`src/rtl/ddc_pkg.sv`:
```
// Shared constants and types for the DDC frame packer.
package ddc_pkg;

  localparam int unsigned DDC_WORDS  = 32;
  localparam int unsigned DDC_DATA_W = 32;
  localparam int unsigned DDC_TIME_W = 26;

  typedef logic [DDC_DATA_W-1:0] ddc_word_t;

  // Word i sits at bits [32i+31:32i] when the frame is viewed as a flat vector.
  typedef ddc_word_t [DDC_WORDS-1:0] ddc_frame_t;

  typedef enum logic {
    FILL,
    FULL
  } fill_state_t;

endpackage

```
`src/rtl/ddc_ack_detect.sv`:
```
// Turns each toggle of the HPS acknowledge PIO bit into a one-cycle ack pulse.
module ddc_ack_detect (
  input  logic clk,
  input  logic hps_read_bit,
  output logic ack
);

  logic hist_q;

  // History always tracks the input; during reset this preloads it, so no spurious ack.
  always_ff @(posedge clk) begin
    hist_q <= hps_read_bit;
  end

  assign ack = hps_read_bit ^ hist_q;

endmodule

```
`src/rtl/ddc_frame_packer.sv`:
```
// Packs a strobed sample stream into double-buffered frames for the HPS PIO bank.
// Optional partial-frame flush on idle is enabled by defining DDC_FRAME_FLUSH_EN.
module ddc_frame_packer
  import ddc_pkg::*;
#(
  parameter int unsigned       WORDS       = DDC_WORDS,
  parameter int unsigned       DATA_W      = DDC_DATA_W,
  parameter int unsigned       TIME_W      = DDC_TIME_W,
  parameter int unsigned       SEQ_W       = 8,
  parameter int unsigned       DROP_W      = 16,
  parameter int unsigned       FLUSH_TICKS = 1000000,
  parameter logic [TIME_W-1:0] TIME_INIT   = '0
) (
  input  logic                    clk_clk,
  input  logic                    reset_reset,
  input  logic [DATA_W-1:0]       sample_data,
  input  logic                    sample_valid,
  output logic                    sample_ready,
  input  logic                    hps_read_bit,
  output logic [WORDS*DATA_W-1:0] ddc_data,
  output logic [TIME_W-1:0]       ddc_time_out,
  output logic                    frame_ready,
  output logic [SEQ_W-1:0]        frame_seq,
  output logic [5:0]              frame_words,
  output logic [DROP_W-1:0]       drop_count
);

  localparam int unsigned IDX_W      = $clog2(WORDS);
  localparam logic [5:0]  FULL_WORDS = 6'(WORDS);

  fill_state_t state_q, state_d;
  logic [IDX_W-1:0] idx_q, idx_d;
  logic [5:0]       fill_words_q, fill_words_d;

  logic [WORDS-1:0][DATA_W-1:0] fill_q;
  logic [WORDS-1:0][DATA_W-1:0] pub_data;
  logic [WORDS-1:0][DATA_W-1:0] data_q;
  logic [TIME_W-1:0]            time_q, stamp_q, time_out_q;
  logic                         ready_q;
  logic [SEQ_W-1:0]             seq_q;
  logic [5:0]                   words_q;
  logic [DROP_W-1:0]            drop_q;

  logic ack, ack_ok, accept, publish, flush_due;

  ddc_ack_detect u_ack_detect (
    .clk          (clk_clk),
    .hps_read_bit (hps_read_bit),
    .ack          (ack)
  );

  assign accept  = sample_valid && (state_q == FILL);
  assign ack_ok  = ack && ready_q;
  // Publish waits for the slot to be freed by an earlier edge, never the ack edge itself.
  assign publish = (state_q == FULL) && !ready_q;

`ifdef DDC_FRAME_FLUSH_EN
  localparam int unsigned IDLE_W = $clog2(FLUSH_TICKS + 1);
  localparam logic [IDLE_W-1:0] IDLE_LAST = IDLE_W'(FLUSH_TICKS - 1);

  logic [IDLE_W-1:0] idle_q;

  // Idle counter: cleared by each accepted sample, saturates once the flush point is reached.
  always_ff @(posedge clk_clk) begin
    if (reset_reset || accept) begin
      idle_q <= '0;
    end else if (idle_q != IDLE_LAST) begin
      idle_q <= idle_q + 1'b1;
    end
  end

  assign flush_due = (idx_q != '0) && (idle_q == IDLE_LAST) && !sample_valid;

  // Words beyond the partial-frame count publish as zero.
  always_comb begin
    pub_data = fill_q;
    for (int unsigned i = 0; i < WORDS; i++) begin
      if (6'(i) >= fill_words_q) begin
        pub_data[i] = '0;
      end
    end
  end
`else
  logic unused_flush_ticks;
  assign unused_flush_ticks = ^FLUSH_TICKS;
  assign flush_due = 1'b0;

  // Every word is rewritten each frame, so the fill array publishes as-is.
  always_comb begin
    pub_data = fill_q;
  end
`endif

  // Fill FSM next state: count words in FILL, hold in FULL until the slot is free.
  always_comb begin
    state_d      = state_q;
    idx_d        = idx_q;
    fill_words_d = fill_words_q;
    unique case (state_q)
      FILL: begin
        if (sample_valid) begin
          if (idx_q == IDX_W'(WORDS - 1)) begin
            state_d      = FULL;
            idx_d        = '0;
            fill_words_d = FULL_WORDS;
          end else begin
            idx_d = idx_q + 1'b1;
          end
        end else if (flush_due) begin
          state_d      = FULL;
          idx_d        = '0;
          fill_words_d = 6'(idx_q);
        end
      end
      FULL: begin
        if (publish) begin
          state_d = FILL;
        end
      end
    endcase
  end

  // Control state, time counter and published-slot registers.
  always_ff @(posedge clk_clk) begin
    if (reset_reset) begin
      state_q      <= FILL;
      idx_q        <= '0;
      fill_words_q <= '0;
      time_q       <= TIME_INIT;
      stamp_q      <= '0;
      ready_q      <= 1'b0;
      seq_q        <= '0;
      words_q      <= '0;
      drop_q       <= '0;
      data_q       <= '0;
      time_out_q   <= '0;
    end else begin
      state_q      <= state_d;
      idx_q        <= idx_d;
      fill_words_q <= fill_words_d;
      time_q       <= time_q + 1'b1;
      if (accept && (idx_q == '0)) begin
        stamp_q <= time_q;
      end
      if ((state_q == FULL) && sample_valid && (drop_q != '1)) begin
        drop_q <= drop_q + 1'b1;
      end
      if (ack_ok) begin
        ready_q <= 1'b0;
      end else if (publish) begin
        ready_q    <= 1'b1;
        data_q     <= pub_data;
        time_out_q <= stamp_q;
        words_q    <= fill_words_q;
        seq_q      <= seq_q + 1'b1;
      end
    end
  end

  // Fill array needs no reset: stale words are overwritten or masked before publish.
  always_ff @(posedge clk_clk) begin
    if (accept) begin
      fill_q[idx_q] <= sample_data;
    end
  end

  assign sample_ready = (state_q == FILL);
  assign ddc_data     = data_q;
  assign ddc_time_out = time_out_q;
  assign frame_ready  = ready_q;
  assign frame_seq    = seq_q;
  assign frame_words  = words_q;
  assign drop_count   = drop_q;

endmodule

```
`config.mk`:
```
export PLATFORM = sky130hd
export DESIGN_NAME = ddc_frame_packer
export DESIGN_NICKNAME = d
export VERILOG_FILES = /design/src/rtl/ddc_pkg.sv /design/src/rtl/ddc_ack_detect.sv /design/src/rtl/ddc_frame_packer.sv
export SDC_FILE = /design/constraint.sdc
export NUM_CORES = 2
export LEC_CHECK = 0
export CORE_AREA = 2 2 438 440
export CTS_BUF_LIST = sky130_fd_sc_hd__clkbuf_4
export DETAILED_ROUTE_END_ITERATION = 12
export DIE_AREA = 0 0 440 442
export PLACE_DENSITY_LB_ADDON = 0.08
export SYNTH_ARGS = -nofsm -noshare
export SYNTH_HDL_FRONTEND = slang
export SYNTH_SLANG_ARGS = --single-unit
```
`constraint.sdc`:
```
create_clock -name clk_clk -period 8.5 [get_ports clk_clk]
set_input_delay 1.7 -clock clk_clk [delete_from_list [all_inputs] [get_ports clk_clk]]
set_output_delay 1.7 -clock clk_clk [all_outputs]
set_load 0.05 [all_outputs]
```
# Word-level counts from Yosys, hierarchy flattened
# Index checks and enable logic that the tools add are counted.
[word_totals] output_inout_bits=1082 in_bits=36 regBits=2160
[classes] reduce_logical=13 bitwise=3 magnitude_cmp=2 eq_ne=2 n_addsub=4 mux=8
[ops] op="1024-bit bitwise mux" n=1
[ops] op="32-bit demux with 5-bit select" n=1
[ops] op="32-bit two-way mux" n=1
[ops] op="26-bit by 1-bit adder with 26-bit output, second input constant" n=1
[ops] op="16-bit by 1-bit adder with 16-bit output, second input constant" n=1
[ops] op="16-bit inequality test, second input constant" n=1
[ops] op="8-bit by 1-bit adder with 8-bit output, second input constant" n=1
[ops] op="1-bit logical AND" n=7
[ops] op="5-bit by 6-bit less-than comparator with 1-bit output, second input constant" n=1
[ops] op="5-bit by 1-bit adder with 5-bit output, second input constant" n=1
[ops] op="5-bit == test, second input constant" n=1
[ops] op="5-bit by 1-bit >= comparator with 1-bit output, second input constant" n=1
[ops] op="5-bit logical NOT" n=1
[ops] op="5-bit two-way mux" n=1
[ops] op="2-bit AND reduction" n=2
[ops] op="1-bit two-way mux" n=3
[ops] op="3-bit AND reduction" n=1
[ops] op="1-bit inverter" n=2
[ops] op="1-bit case mux with 2 select lines" n=1
[ops] op="2-bit OR reduction" n=1
[ops] op="1-bit logical NOT" n=1
[ops] op="1-bit bitwise XOR" n=1

# Depth between registers and ports, before layout
[logic_depth] word_depth=5 mapped_depth=9

# Hierarchy
# Synthesis repeated with hierarchy kept, for this count alone.
[hier_totals] hier_cells=6070 hier_area_um2=70176.1
[by_module_without_submodules] mod="ddc_frame_packer" area_each_um2=70147.3 instances=1 cells_each=6068
[by_module_without_submodules] mod="ddc_ack_detect" area_each_um2=28.8 instances=1 cells_each=2

# Worst setup path before layout
# Ideal clock, no wire load.
[synth_timing] path_kind="in2reg" from="in sample_valid" to="reg fill_q[416] (netlist name), enable pin" t_arrival_ps=3594 t_required_ps=8079 path_stages=4 n_path_buf=1 path_slack_ps=4484 path_cell_list="nor2b_1 clkbuf_1 nand2_1 nor2_1"
[synth_between] elab_chain_len=1
[synth_lines] item="start: declaration" line="ddc_frame_packer.sv:17" text="input logic sample_valid,"
[synth_lines] item="1-bit logical AND" line="ddc_frame_packer.sv:52" text="assign accept = sample_valid && (state_q == FILL);"
[synth_lines] item="end signal: indexed assignment" line="ddc_frame_packer.sv:163" text="fill_q[idx_q] <= sample_data;"
[synth_lines] item="end: declaration" line="ddc_frame_packer.sv:35" text="logic [WORDS-1:0][DATA_W-1:0] fill_q;"
# Every way passes these cells.
# A chain may end at the register's enable or synchronous reset.

# Worst setup path after layout
[layout_timing] from="reg state_q" to="out sample_ready"
[layout_between] elab_chain_len=1
[layout_lines] item="start: declaration" line="ddc_frame_packer.sv:31" text="fill_state_t state_q, state_d;"
[layout_lines] item="start signal: assignment" line="ddc_frame_packer.sv:138" text="state_q <= state_d;"
[layout_lines] item="1-bit inverter (no line)"
[layout_lines] item="end: declaration" line="ddc_frame_packer.sv:18" text="output logic sample_ready,"
# Every way passes these cells.

==> summary.md <==
| Metric | Value |
|---|---|
| Post-CTS setup buffer count | 0 |
| Commonest non-fill, non-tap cell in the layout | nand2_1 |
| CTS sink count | 2,160 |
| Sw Share | 22.5% |
| DRC | 0 |
| Post-layout net count | 7,502 |
| Post-synthesis register bit count | 2,160 |
| Filler Cells Inserted | 17,700 |
| Drt wl/cell | 25.4 um |
| EDFF count, synth | 1,024 |
| Fin util | 48.2% |
| R2R cell count | 6 |
| Layout overhead on the synthesized area | 30.3% |
| DRT Pass-1 Iters | 5 |
| Netlist cell types | 46 |
| Fin crit period | 4.61 ns |
| Share of layout cells above drive strength 1 | 14.4% |
| Mapped Area | 70,100 um^2 |
| Core footprint | 190,000 um^2 |
| I/O Buffers | 1,112 |
| Hold depth | 2 |
| CTS root buf | clkbuf_4 |
| Row cnt | 160 |
| CTS clk-pin slew, worst paths | 0.06 ns |
| Static Leak | 29.7 nW |
| Gr usage total | 26.5% |
| Fin. Hold Viols | 0 |
| Seq. cell area | 53,500 um^2 |
| Hold Path Class | reg2reg |
| Top_reg_cell synth | dfxtp_1 |
| Max H-tree Level | 6 |
| Hold_sp | fill_words_q[5] |
| I/O pins | 1,118 |
| Area occupied by multi-input gates | 15,400 um^2 |
| Initial antenna violation count | 32 |
| Startpoint Class | flop |
| DR vias/cell | 4.97 |
| Total power | 20.8 mW |
| Worst path cell trace | inv_1 -> clkdlybuf4s50_1 |
| Fmax | 217 MHz |
| CP max stage delay | 0.78 ns |
| CP bufs+invs | 2 |
| HPWL after detailed placement | 153,000 um |
| Reg-to-reg slack, setup | 5.04 ns |
| CP delay by family, top | buffers and inverters |
| Cell internal pwr | 16.1 mW |
| Slew Viols, Final | 0 |
| Fin crit share | 54.2% |
| # setup viols final | 0 |
| First-pass GRT wire length | 366,000 um |
| Worst-Skew Late Latency | 1.41 ns |
| Syn Inst Count | 6,062 |
| Starting density of the core | 37.0% |
| Iter 0 DRT Violations | 4,741 |
| Required time of the critical path | 6.80 ns |
| Logic pwr share | 1.9% |
| Hold_ws | 0.407 ns |
| Maximum VDD drop | 0.148 mV |
| Hold buffer count at cts | 0 |
| Max Root-Sink Buffers | 4 |
| Total CTS buffers | 592 |
| Skew final | 0.126 ns |
| Detailed-route via count | 51,900 |
| Vias in the first global route | 50,100 |
| GRT overflow | 0 |
| Clock network power share | 45.6% |
| DIE WIDTH | 440 um |
| RSZ-0062 raised after global routing | no |
| Worst-margin pin slew | 1.49 ns |
| Nature of the critical path endpoint | primary output |
| Critical path fanouts, max | 10 |
| Max-slew headroom | 0.706% |
| TNS Setup | 0 ns |
| Reg2Reg Capture Point | ddc_data[598] |
| Pin count of the biggest net entering global routing | 223 |
| CP max stage cell | clkdlybuf4s50_1 |
| Hold endpoint | frame_words[5] |
| Seq/Total Area, Yosys | 76.3% |
| Placer congestion estimate | 0.802 |
| Routed Antenna Nets | 0 |
| DIE AREA | 194,000 um^2 |
| Post_cts resized | 0 |
| Net Switching | 4.69 mW |
| Worst EP arrival | 2.91 ns |
| Max Cap Viol | 0 |
| Syn Area/Cell | 11.6 um^2 |
| Ys async rst share | 0% |
| CTS tree | built |
| PwrDens | 228 nW/um^2 |
| Syn. warnings | 0 |
| Most frequent cells in the layout | nand2_1 (2,178), dfxtp_1 (1,136), a21oi_1 (1,103), clkdlybuf4s50_1 (1,079), edfxtp_1 (1,024) |
| Total Wirelength | 265,000 um |
| Reg2Reg Launch Point | state_q |
| Status | completed |
| Part of the power in registers | 52.4% |
| Crit path kind | reg2out |
| Die H | 442 um |
==> Yosys cell counts (7+ instances only) <==
master	instances	share of area [%]
nand2_1	2179	12
dfxtp_1	1136	32
a21oi_1	1103	7.9
edfxtp_1	1024	44
clkbuf_1	342	1.8
nor2_1	67	0.36
buf_1	25	0.13
nand3_1	16	0.11
nand4_1	16	0.14
xor2_1	16	0.20
or3_1	15	0.13
o21ai_0	14	0.10
ha_1	8	0.14
nor3_1	8	0.057
and3_1	7	0.062
buf_2	7	0.050
==> per-stage QoR <==
| stage | worst slack, ns | instance area (um^2) | cells |
|---|---|---|---|
| final | 3.89 | 91400 | 10400 |
| after global routing | 3.69 | 91300 | 10400 |
| after CTS | 3.67 | 91300 | 10400 |
| after detailed placement | 3.49 | 83700 | 9375 |
| after global placement | 3.54 | 83700 | 9375 |
| after floorplan | 4.48 | 70100 | 6066 |
==> power by group through the flow <==
stage	sequential, mW	clock (mW)	combinational (mW)
after detailed placement	11.1	0	0.413
after global placement	11.1	0	0.412
after CTS	10.9	9.74	0.414
final	10.9	9.50	0.404
after floorplan	11.1	0	0.102
after global routing	10.9	10.3	0.416
==> cells by family after synthesis <==
group	count (synthesis)	synth area share [%]
and+or+nand+nor	2348	13.0
DFF	2160	76.3
AOI/OAI and AO/OA	1130	8.12
buffers and inverters	389	2.16
xor gates and xnor gates	22	0.275
adders and majority gates	8	0.143
muxes	4	0.0624
other	1	0.00535
==> state kept, by name (all words and copies together) (netlist names) <==
signal,flops
ddc_data,1024
fill_q,1024
ddc_time_out,26
stamp_q,26
time_q,26
drop_count,16
frame_seq,8
idx_q,5
fill_words_q,1
frame_ready,1
frame_words,1
state_q,1
u_ack_detect.hist_q,1
==> final cells by class <==
cell class	instances	area share, %
timing repair buffer	1180	12.7
inverter	7	0.0288
sequential	2160	58.6
antenna	15	0.0411
clock buffer	957	7.86
multi-input combinational	3517	16.9
tap	2511	3.44
clock inverter	92	0.511
==> worst reg2reg max path, cell delays in order, from the launching register on <==
cell     delay (ns)
dfxtp_1        0.61
nor2b_4        0.27
buf_12         0.46
buf_4          0.74
buf_4          0.97
nand2_1        0.18
a21oi_1        0.19
==> how the worst max path moves through the flow <==
stage,start,endpoint,slack [ns],cells after the start
global route,state_q,sample_ready,3.69,2
CTS,state_q,sample_ready,3.67,2
global placement,sample_valid,fill_q[954],3.54,4
floorplan,sample_valid,fill_q[416],4.48,4
detailed placement,sample_valid,fill_q[953],3.49,4
finish,state_q,sample_ready,3.89,2
==> metal layers <==
| layer | track usage (%) | vias up | part of all wire [%] | wire length (um) |
|---|---|---|---|---|
| li1 | - | 23700 | - | - |
| met1 | 32.7 | 25600 | 39 | 105000 |
| met2 | 43.7 | 2197 | 49 | 129000 |
| met3 | 5.51 | 457 | 6.9 | 18200 |
| met4 | 13.6 | 0 | 4.9 | 13000 |
| met5 | 0 | - | 0 | 0 |
Power figures use the tool's default switching activity.
